## src/rtl/gate_arbiter_if.sv

```systemverilog
// Signal bundle between the parking-lane controllers / barrier hardware and gate_arbiter.
// The arbiter side uses the slave modport; the lanes and barrier sensors use master.
interface gate_arbiter_if;
  logic entry_req;
  logic exit_req;
  logic lim_open;
  logic lim_closed;
  logic beam_n;
  logic fault_clr;
  logic entry_gnt;
  logic exit_gnt;
  logic motor_cw;
  logic motor_ccw;
  logic busy;
  logic done;
  logic fault;

  modport master (
    output entry_req, exit_req, lim_open, lim_closed, beam_n, fault_clr,
    input  entry_gnt, exit_gnt, motor_cw, motor_ccw, busy, done, fault
  );

  modport slave (
    input  entry_req, exit_req, lim_open, lim_closed, beam_n, fault_clr,
    output entry_gnt, exit_gnt, motor_cw, motor_ccw, busy, done, fault
  );
endinterface

```

## src/rtl/gate_arbiter.sv

```systemverilog
// Arbiter and open/hold/close sequencer for the barrier shared by entry and exit lanes.
// Define GATE_ARB_RR_EN for round-robin tie breaking; otherwise exit wins every tie.
module gate_arbiter #(
  parameter int unsigned MOVE_TIMEOUT = 50_000_000,
  parameter int unsigned HOLD_CYCLES  = 100_000_000,
  parameter int unsigned CW           = 32
) (
  input logic           clk,
  input logic           reset,
  gate_arbiter_if.slave bus
);

  typedef enum logic [2:0] {
    StIdle,
    StOpening,
    StHold,
    StClosing,
    StFault
  } state_e;

  localparam logic [CW-1:0] MoveLast = CW'(MOVE_TIMEOUT - 1);
  localparam logic [CW-1:0] HoldLast = CW'(HOLD_CYCLES - 1);

  state_e        state_q, state_d;
  logic [CW-1:0] timer_q, timer_d;
  logic [1:0]    gnt_q, gnt_d;   // {exit, entry}
  logic          motor_cw_q, motor_cw_d;
  logic          motor_ccw_q, motor_ccw_d;
  logic          busy_q, busy_d;
  logic          done_q, done_d;
  logic          fault_q, fault_d;

  logic [1:0]    pick;
  logic          start_grant;
  logic          conflict;

  assign conflict = bus.lim_open & bus.lim_closed;

`ifdef GATE_ARB_RR_EN
  logic last_exit_q, last_exit_d;

  always_comb begin
    last_exit_d = last_exit_q;
    if (start_grant) begin
      last_exit_d = pick[1];
    end
  end

  // Reset to "exit last served" so the first tie goes to entry.
  always_ff @(posedge clk or negedge reset) begin
    if (!reset) begin
      last_exit_q <= 1'b1;
    end else begin
      last_exit_q <= last_exit_d;
    end
  end
`endif

  always_comb begin
    pick = 2'b00;
    if (bus.entry_req && !bus.exit_req) begin
      pick = 2'b01;
    end else if (bus.exit_req && !bus.entry_req) begin
      pick = 2'b10;
    end else if (bus.entry_req && bus.exit_req) begin
`ifdef GATE_ARB_RR_EN
      pick = last_exit_q ? 2'b01 : 2'b10;
`else
      pick = 2'b10;
`endif
    end
  end

  // State register together with the registered outputs.
  always_ff @(posedge clk or negedge reset) begin
    if (!reset) begin
      state_q     <= StIdle;
      timer_q     <= '0;
      gnt_q       <= 2'b00;
      motor_cw_q  <= 1'b1;
      motor_ccw_q <= 1'b1;
      busy_q      <= 1'b0;
      done_q      <= 1'b0;
      fault_q     <= 1'b0;
    end else begin
      state_q     <= state_d;
      timer_q     <= timer_d;
      gnt_q       <= gnt_d;
      motor_cw_q  <= motor_cw_d;
      motor_ccw_q <= motor_ccw_d;
      busy_q      <= busy_d;
      done_q      <= done_d;
      fault_q     <= fault_d;
    end
  end

  always_comb begin
    state_d     = state_q;
    start_grant = 1'b0;
    unique case (state_q)
      StIdle: begin
        if (!bus.lim_closed) begin
          state_d = StClosing;  // homing, no owner
        end else if (|pick) begin
          state_d     = StOpening;
          start_grant = 1'b1;
        end
      end
      StOpening: begin
        if (conflict) begin
          state_d = StFault;
        end else if (bus.lim_open) begin
          state_d = StHold;
        end else if (timer_q == MoveLast) begin
          state_d = StFault;
        end
      end
      StHold: begin
        if (conflict) begin
          state_d = StFault;
        end else if (bus.beam_n && timer_q == HoldLast) begin
          state_d = StClosing;
        end
      end
      StClosing: begin
        // Beam outranks the closed limit: a vehicle under the barrier always reverses it.
        if (conflict) begin
          state_d = StFault;
        end else if (!bus.beam_n) begin
          state_d = StOpening;
        end else if (bus.lim_closed) begin
          state_d = StIdle;
        end else if (timer_q == MoveLast) begin
          state_d = StFault;
        end
      end
      StFault: begin
        if (bus.fault_clr) begin
          state_d = StIdle;
        end
      end
      default: state_d = StIdle;
    endcase
  end

  always_comb begin
    timer_d = timer_q + 1'b1;
    if (state_d != state_q || state_q == StIdle || state_q == StFault) begin
      timer_d = '0;
    end else if (state_q == StHold && !bus.beam_n) begin
      timer_d = '0;
    end

    gnt_d = gnt_q;
    if (start_grant) begin
      gnt_d = pick;
    end else if (state_d == StIdle || state_d == StFault) begin
      gnt_d = 2'b00;
    end

    motor_cw_d  = (state_d != StOpening);
    motor_ccw_d = (state_d != StClosing);
    busy_d      = (state_d != StIdle);
    fault_d     = (state_d == StFault);
    done_d      = (state_q == StClosing) && (state_d == StIdle) && (|gnt_q);
  end

  assign bus.entry_gnt = gnt_q[0];
  assign bus.exit_gnt  = gnt_q[1];
  assign bus.motor_cw  = motor_cw_q;
  assign bus.motor_ccw = motor_ccw_q;
  assign bus.busy      = busy_q;
  assign bus.done      = done_q;
  assign bus.fault     = fault_q;

endmodule

```

## src/flat_wrapper.sv

```systemverilog
// flat-port wrapper written by rule: the top's interface ports become plain ports
module gate_arbiter_flat 
#(
  parameter int unsigned MOVE_TIMEOUT = 50_000_000,
  parameter int unsigned HOLD_CYCLES  = 100_000_000,
  parameter int unsigned CW           = 32
)
  (clk, reset, bus_entry_req, bus_exit_req, bus_lim_open, bus_lim_closed, bus_beam_n, bus_fault_clr, bus_entry_gnt, bus_exit_gnt, bus_motor_cw, bus_motor_ccw, bus_busy, bus_done, bus_fault);
  gate_arbiter_if bus_i ();
  input logic clk;
  input logic reset;
  input wire logic [$bits(bus_i.entry_req)-1:0] bus_entry_req;
  input wire logic [$bits(bus_i.exit_req)-1:0] bus_exit_req;
  input wire logic [$bits(bus_i.lim_open)-1:0] bus_lim_open;
  input wire logic [$bits(bus_i.lim_closed)-1:0] bus_lim_closed;
  input wire logic [$bits(bus_i.beam_n)-1:0] bus_beam_n;
  input wire logic [$bits(bus_i.fault_clr)-1:0] bus_fault_clr;
  output wire logic [$bits(bus_i.entry_gnt)-1:0] bus_entry_gnt;
  output wire logic [$bits(bus_i.exit_gnt)-1:0] bus_exit_gnt;
  output wire logic [$bits(bus_i.motor_cw)-1:0] bus_motor_cw;
  output wire logic [$bits(bus_i.motor_ccw)-1:0] bus_motor_ccw;
  output wire logic [$bits(bus_i.busy)-1:0] bus_busy;
  output wire logic [$bits(bus_i.done)-1:0] bus_done;
  output wire logic [$bits(bus_i.fault)-1:0] bus_fault;
  assign bus_i.entry_req = bus_entry_req;
  assign bus_i.exit_req = bus_exit_req;
  assign bus_i.lim_open = bus_lim_open;
  assign bus_i.lim_closed = bus_lim_closed;
  assign bus_i.beam_n = bus_beam_n;
  assign bus_i.fault_clr = bus_fault_clr;
  assign bus_entry_gnt = bus_i.entry_gnt;
  assign bus_exit_gnt = bus_i.exit_gnt;
  assign bus_motor_cw = bus_i.motor_cw;
  assign bus_motor_ccw = bus_i.motor_ccw;
  assign bus_busy = bus_i.busy;
  assign bus_done = bus_i.done;
  assign bus_fault = bus_i.fault;
  gate_arbiter #(.MOVE_TIMEOUT(MOVE_TIMEOUT), .HOLD_CYCLES(HOLD_CYCLES), .CW(CW)) u_core (.clk(clk), .reset(reset), .bus(bus_i));
endmodule
```

## config.mk

```make
export PLATFORM = sky130hd
export DESIGN_NAME = gate_arbiter_flat
export DESIGN_NICKNAME = d
export VERILOG_FILES = /design/src/rtl/gate_arbiter_if.sv /design/src/rtl/gate_arbiter.sv /design/src/flat_wrapper.sv
export SDC_FILE = /design/constraint.sdc
export NUM_CORES = 1
export LEC_CHECK = 0
export BUFFER_PORTS_ARGS = -buffer_cell sky130_fd_sc_hd__buf_2
export CORE_MARGIN = 2
export CORE_UTILIZATION = 55
export DETAILED_ROUTE_END_ITERATION = 7
export PLACE_DENSITY = 0.74
export SLEW_MARGIN = 30
export SYNTH_ARGS = -nofsm -noshare
export SYNTH_HDL_FRONTEND = slang
export SYNTH_SLANG_ARGS = --single-unit
```

## constraint.sdc

```tcl
create_clock -name clk -period 2.8 [get_ports clk]
set_input_delay 0.56 -clock clk [delete_from_list [all_inputs] [get_ports clk]]
set_output_delay 0.56 -clock clk [all_outputs]
set_load 0.02 [all_outputs]
```

Yosys cells after proc, flatten, opt, wreduce, memory -nomap -nowiden
Index checks and enable logic that the tools add are counted.

storage, ports and cells
  register bits = 42
  word-level logic and storage cells = 61
  output and inout port bits = 7
  input bits = 8

cells by class
  add/subtract/negate cells = 1
  mux-type cells = 22
  bitwise logic cells = 1
  equality and inequality tests = 10
  reductions and logical operators = 19

operators by type and width
  kind                                                                     count
  32-bit 2-to-1 mux                                                        2
  3-bit 2-to-1 mux                                                         11
  32-bit by 1-bit adder with 32-bit output, second input constant          1
  32-bit by 26-bit equality test with 1-bit output, second input constant  1
  32-bit by 27-bit equality test with 1-bit output, second input constant  1
  3-bit case mux with 5 select lines                                       1
  2-bit 2-to-1 mux                                                         5
  1-bit logical AND                                                        7
  3-bit by 2-bit equality test with 1-bit output, second input constant    2
  3-bit equality test, second input constant                               2
  3-bit logical NOT                                                        2
  2-bit OR reduction                                                       2
  3-bit by 1-bit equality test with 1-bit output, second input constant    1
  1-bit logical NOT                                                        3
  1-bit logical OR                                                         3
  1-bit 2-to-1 mux                                                         3
  3-bit by 1-bit inequality test with 1-bit output, second input constant  1
  3-bit by 2-bit inequality test with 1-bit output, second input constant  1
  3-bit inequality test                                                    1
  3-bit nonzero test                                                       1
  2-bit nonzero test                                                       1
  1-bit bitwise AND                                                        1

Logic depth before layout (Yosys ltp)
  depth in word-level cells = 12
  depth in mapped cells = 8

Worst setup path before layout
OpenSTA, ideal clock, no wires.

  path type = register to register
  from = register u_core.timer_q[0]
  to = register u_core.timer_q[24]
  library setup time = 0.119 ns
  setup slack = 0.599 ns
  path buffers = 1
  arrival = 2.082 ns
  required time = 2.681 ns
  cell stages (with the launch flop) = 9
  period minus slack after synthesis = 2.201 ns
  cell sequence = dfrtp_1 > ha_1 > and4_1 > nand3_1 > nor4_4 > o22ai_2 > o211ai_4 > buf_6 > nor2_2

between the ends
  longest elaborated chain between the ends = 10

ends and longest elaborated chain
  item                                              RTL line                                  RTL
  start, declared                                   gate_arbiter.sv:25                        logic [CW-1:0] timer_q, timer_d;
  start signal, assigned                            gate_arbiter.sv:87                        timer_q <= timer_d;
  32-bit by 26-bit equality test with 1-bit output  gate_arbiter.sv:114, gate_arbiter.sv:133
  3-bit 2-to-1 mux                                  gate_arbiter.sv:114, gate_arbiter.sv:133
  3-bit 2-to-1 mux                                  gate_arbiter.sv:131                       end else if (bus.lim_closed) begin
  3-bit 2-to-1 mux                                  gate_arbiter.sv:129                       end else if (!bus.beam_n) begin
  3-bit 2-to-1 mux                                  gate_arbiter.sv:127                       if (conflict) begin
  3-bit case mux with 5 select lines                gate_arbiter.sv:100                       unique case (state_q)
  3-bit inequality test                             gate_arbiter.sv:148                       if (state_d != state_q || state_q == StIdle || state_q == StFault) begin
  1-bit logical OR (2 in series)                    gate_arbiter.sv:148
  32-bit 2-to-1 mux (*)                             gate_arbiter.sv:148
  named net u_core.timer_d[24]                      gate_arbiter.sv:25

Mark *: on every way through the listed nets, which the timed path passes. The rest lies on a longest branch.
A chain may end at the register's enable or synchronous reset.

Final worst setup path
  from = register u_core.timer_q[0]
  to = register u_core.timer_q[7]

The elaborated chain is that of the path after synthesis.

==> flow_metrics.py <==
metrics = {
    "detailed_routing": {
        "via_per_inst": 5.78,
        "drc_violations": 0,
        "route.detailed.wl_per_inst_um": 14.2,
        "ant_nets": 0,
        "total_number_of_vias": 1712,
        "firstDrtPassIters": 4,
        "first_iter_violations": 123,
        "route.final.wire_length_um": 4190,
    },
    "grt": {
        "grt_util_all_layers_pct": 21.4,
        "first_pass_grt_wire_length_um": 7260,
        "grt_max_degree": 43,
        "grt.overflow.total": 0,
        "first_global_vias": 1633,
        "grt_antenna_before_repair": 0,
    },
    "clock_tree": {
        "clock_tree.htree_level_count": 2,
        "cts_num_sinks": 42,
        "clkTransAtPathRegs_ps": 70,
        "ctsLongestPathBuffers": 2,
        "ctsRootBufferMaster": "clkbuf_8",
        "clock_tree_from_tritoncts": "built",
        "cts_repair_resize_count": 0,
        "numCtsBuffers": 5,
        "ctsHoldBuffers": 0,
        "postCtsSetupRepairBufs": 0,
        "worst_skew_pair.late_latency_ps": 290,
    },
    "setup_path": {
        "crit_fanout": 32,
        "worst-path-buf-inv": 1,
        "crit_family": "simple AND/OR/NAND/NOR gates",
        "worstSetupEndpointType": "flip-flop",
        "worst-endpoint-required_ps": 2980,
        "cp-start-kind": "flip-flop",
        "crit_chain": "ha_1 -> and4_1 -> nand3_1 -> nor4_4 -> o22ai_2 -> o211ai_4 -> buf_12 -> nor2_1",
        "cpPeakStageDelay_ps": 510,
        "critical_path.slowest_cell": "nor4_4",
        "worstPathArrival_ps": 2590,
        "critPathKind": "flip-flop to flip-flop",
    },
    "placed_design": {
        "gp_routability_congestion": 0.745,
        "detailedPlacementHpwl_um": 2830,
        "buffer_ports.inserted": 14,
    },
    "synthesis": {
        "number_of_instances_in_the_synthesized_netlist": 228,
        "synth.net_count": 237,
        "number_of_synthesized_register_bits": 42,
        "ys_warn_count": 0,
        "post_synth_instance_area_um2": 2240,
        "async_reset_ff_share_pct": 100,
        "synth_enable_flop_cells": 0,
        "ys.flop_type": "dfrtp_1",
        "synthDominantCellAreaShare_pct": 44.7,
        "synth_largest_area_cell": "dfrtp_1",
        "yosysUniqueCellTypes": 40,
        "synth.yosys.seq_area_share_pct": 47.0,
        "synth.top_cells.by_area": "dfrtp_1 (45%), xor2_1 (8.6%), nor2_1 (4.7%), nand3_1 (3.8%), xnor2_1 (3.1%)",
        "synthesis.area_per_instance_um2": 9.82,
    },
    "floorplan": {
        "num_io_pins": 15,
        "row_count": 23,
        "die_h_um": 67.8,
        "core_area_um2": 3970,
        "die_w_um": 67.8,
        "design.die.area_um2": 4600,
        "starting_utilization_of_the_core_area_pct": 56.4,
    },
    "worst_hold_path": {
        "worst_hold_path_type": "input port to asynchronous set/reset pin",
    },
    "power_and_ir_drop": {
        "power-per-cell-area_nw_per_um2": 686,
        "clkPwrFrac_pct": 23.4,
        "p_switching_uw": 612,
        "leakage_nw": 1.00,
        "seq_power_share_pct": 44.4,
        "comb_power_share_pct": 32.2,
        "power.ir.vdd_worst_uv": 383,
        "swShare_pct": 36.5,
        "power_report.internal_total_mw": 1.07,
    },
    "timing": {
        "timing.final.hold_violations": 0,
        "worst_hold_margin_ps": 236,
        "setup-violations-final": 0,
        "max_slew_margin_pct": 47.1,
        "tns_ps": 0,
        "worst_slew_pin_slew_ps": 786,
        "max_freq_mhz": 415,
        "rsz0062_at_grt": "false",
        "maxSlewViolCount": 0,
        "finalCritPeriodShare_pct": 86.1,
        "post-route-min-period_ps": 2410,
        "worst_clock_skew_ps": 5.80,
    },
    "final_layout": {
        "final_net_count": 254,
        "insertedDiodeCount": 0,
        "area_delta_synth_final_pct": 9.33,
        "layout-drive-gt1-share_pct": 16.7,
        "fillerInstances": 344,
        "fin_util_pct": 61.7,
    },
    "status": {
        "run_status": "finished clean",
    },
    "job": {
        "drv.max_cap_violation_count": 0,
    },
}
cell usage after synthesis (5+ instances only):
master   count
a21oi_1      5
and4_1       7
dfrtp_1     40
inv_1        5
nand2_1     17
nand3_1     17
nand4_1      8
nor2_1      28
nor2_2      10
o21ai_0      8
xnor2_1      8
xor2_1      22
state kept, by name (all words and copies together) (netlist names):
| signal | cells |
|---|---|
| u_core.bus.busy | 1 |
| u_core.state_q | 3 |
| u_core.timer_q | 32 |
| u_core.bus.fault | 1 |
| u_core.bus.done | 1 |
| u_core.bus.motor_cw | 1 |
| u_core.bus.motor_ccw | 1 |
| u_core.gnt_q | 2 |
per-layer routing:
layer / vias to the layer above / track usage (%) / share of wire [%] / wire length (µm)
li1: 835 / - / - / -
met4: 0 / 9.00 / 1.8 / 76
met2: 34 / 35.9 / 48 / 1990
met3: 8 / 5.59 / 4.2 / 178
met5: - / 0 / 0 / 0
met1: 835 / 26.2 / 46 / 1940
cells by family after synthesis:
| group | synth area share (%) |
|---|---|
| AO/OA/AOI/OAI | 8.66 |
| XOR/XNOR | 11.7 |
| adder cells (fa/ha/maj) | 0.559 |
| buffers and inverters | 2.85 |
| flip-flops | 47.0 |
| AND/OR/NAND/NOR | 29.2 |
area by class of cell:
| cell class | count | area (µm²) | share of cell area (%) |
|---|---|---|---|
| clock inverters | 1 | 5.00 | 0.204 |
| multi-input cells | 175 | 1120 | 45.8 |
| flip-flops and latches | 42 | 1050 | 43.0 |
| clock buffers | 7 | 86.3 | 3.53 |
| well taps | 50 | 62.6 | 2.55 |
| inverters | 5 | 18.8 | 0.766 |
| repair buffers | 16 | 100 | 4.09 |
power by group through the flow:
stage               Clock [mW]  Combinational (mW)  Sequential (mW)
floorplan                    0               0.412            0.765
global placement             0               0.535            0.754
detailed placement           0               0.542            0.757
CTS                      0.409               0.543            0.744
global route             0.431               0.616            0.758
finish                   0.393               0.540            0.746
metrics by stage:
step	power, mW	area (µm²)	instances	setup WS [ps]
after global routing	1.80	2450	296	218
after CTS	1.70	2450	296	390
after floorplan	1.18	2240	228	599
final	1.68	2450	296	388
after detailed placement	1.30	2350	288	408
after global placement	1.29	2350	288	471
final timing paths:
kind	start	to	slack (ps)	depth (start not counted)
max	u_core.timer_q[0]$_DFF_PN0_	u_core.timer_q[7]$_DFF_PN0_	390	8
min	reset	u_core.bus.fault$_DFF_PN0_	240	1
max reg2reg	u_core.timer_q[0]$_DFF_PN0_	u_core.timer_q[7]$_DFF_PN0_	390	8
min reg2reg	u_core.timer_q[0]$_DFF_PN0_	u_core.timer_q[0]$_DFF_PN0_	490	1
max in group asynchronous	reset	u_core.timer_q[15]$_DFF_PN0_	2180	1
min in group clk	u_core.timer_q[0]$_DFF_PN0_	u_core.timer_q[0]$_DFF_PN0_	490	1
cell usage in the layout, fill, tap and decap left out, drive strengths merged, types with 2 or more instances in the layout:
master	instances
dfrtp	40
nor2	38
xor2	22
nand2	17
nand3	17
buf	16
nand4	8
o21ai	8
xnor2	8
and4	7
clkbuf	7
inv	5
a21oi	5
nor4	5
nor3	4
nor2b	4
and3	4
o211ai	4
nor4b	3
nand2b	3
a211oi	3
a21o	2
dfstp	2
or4	2
(Power assumes the default switching activity.)
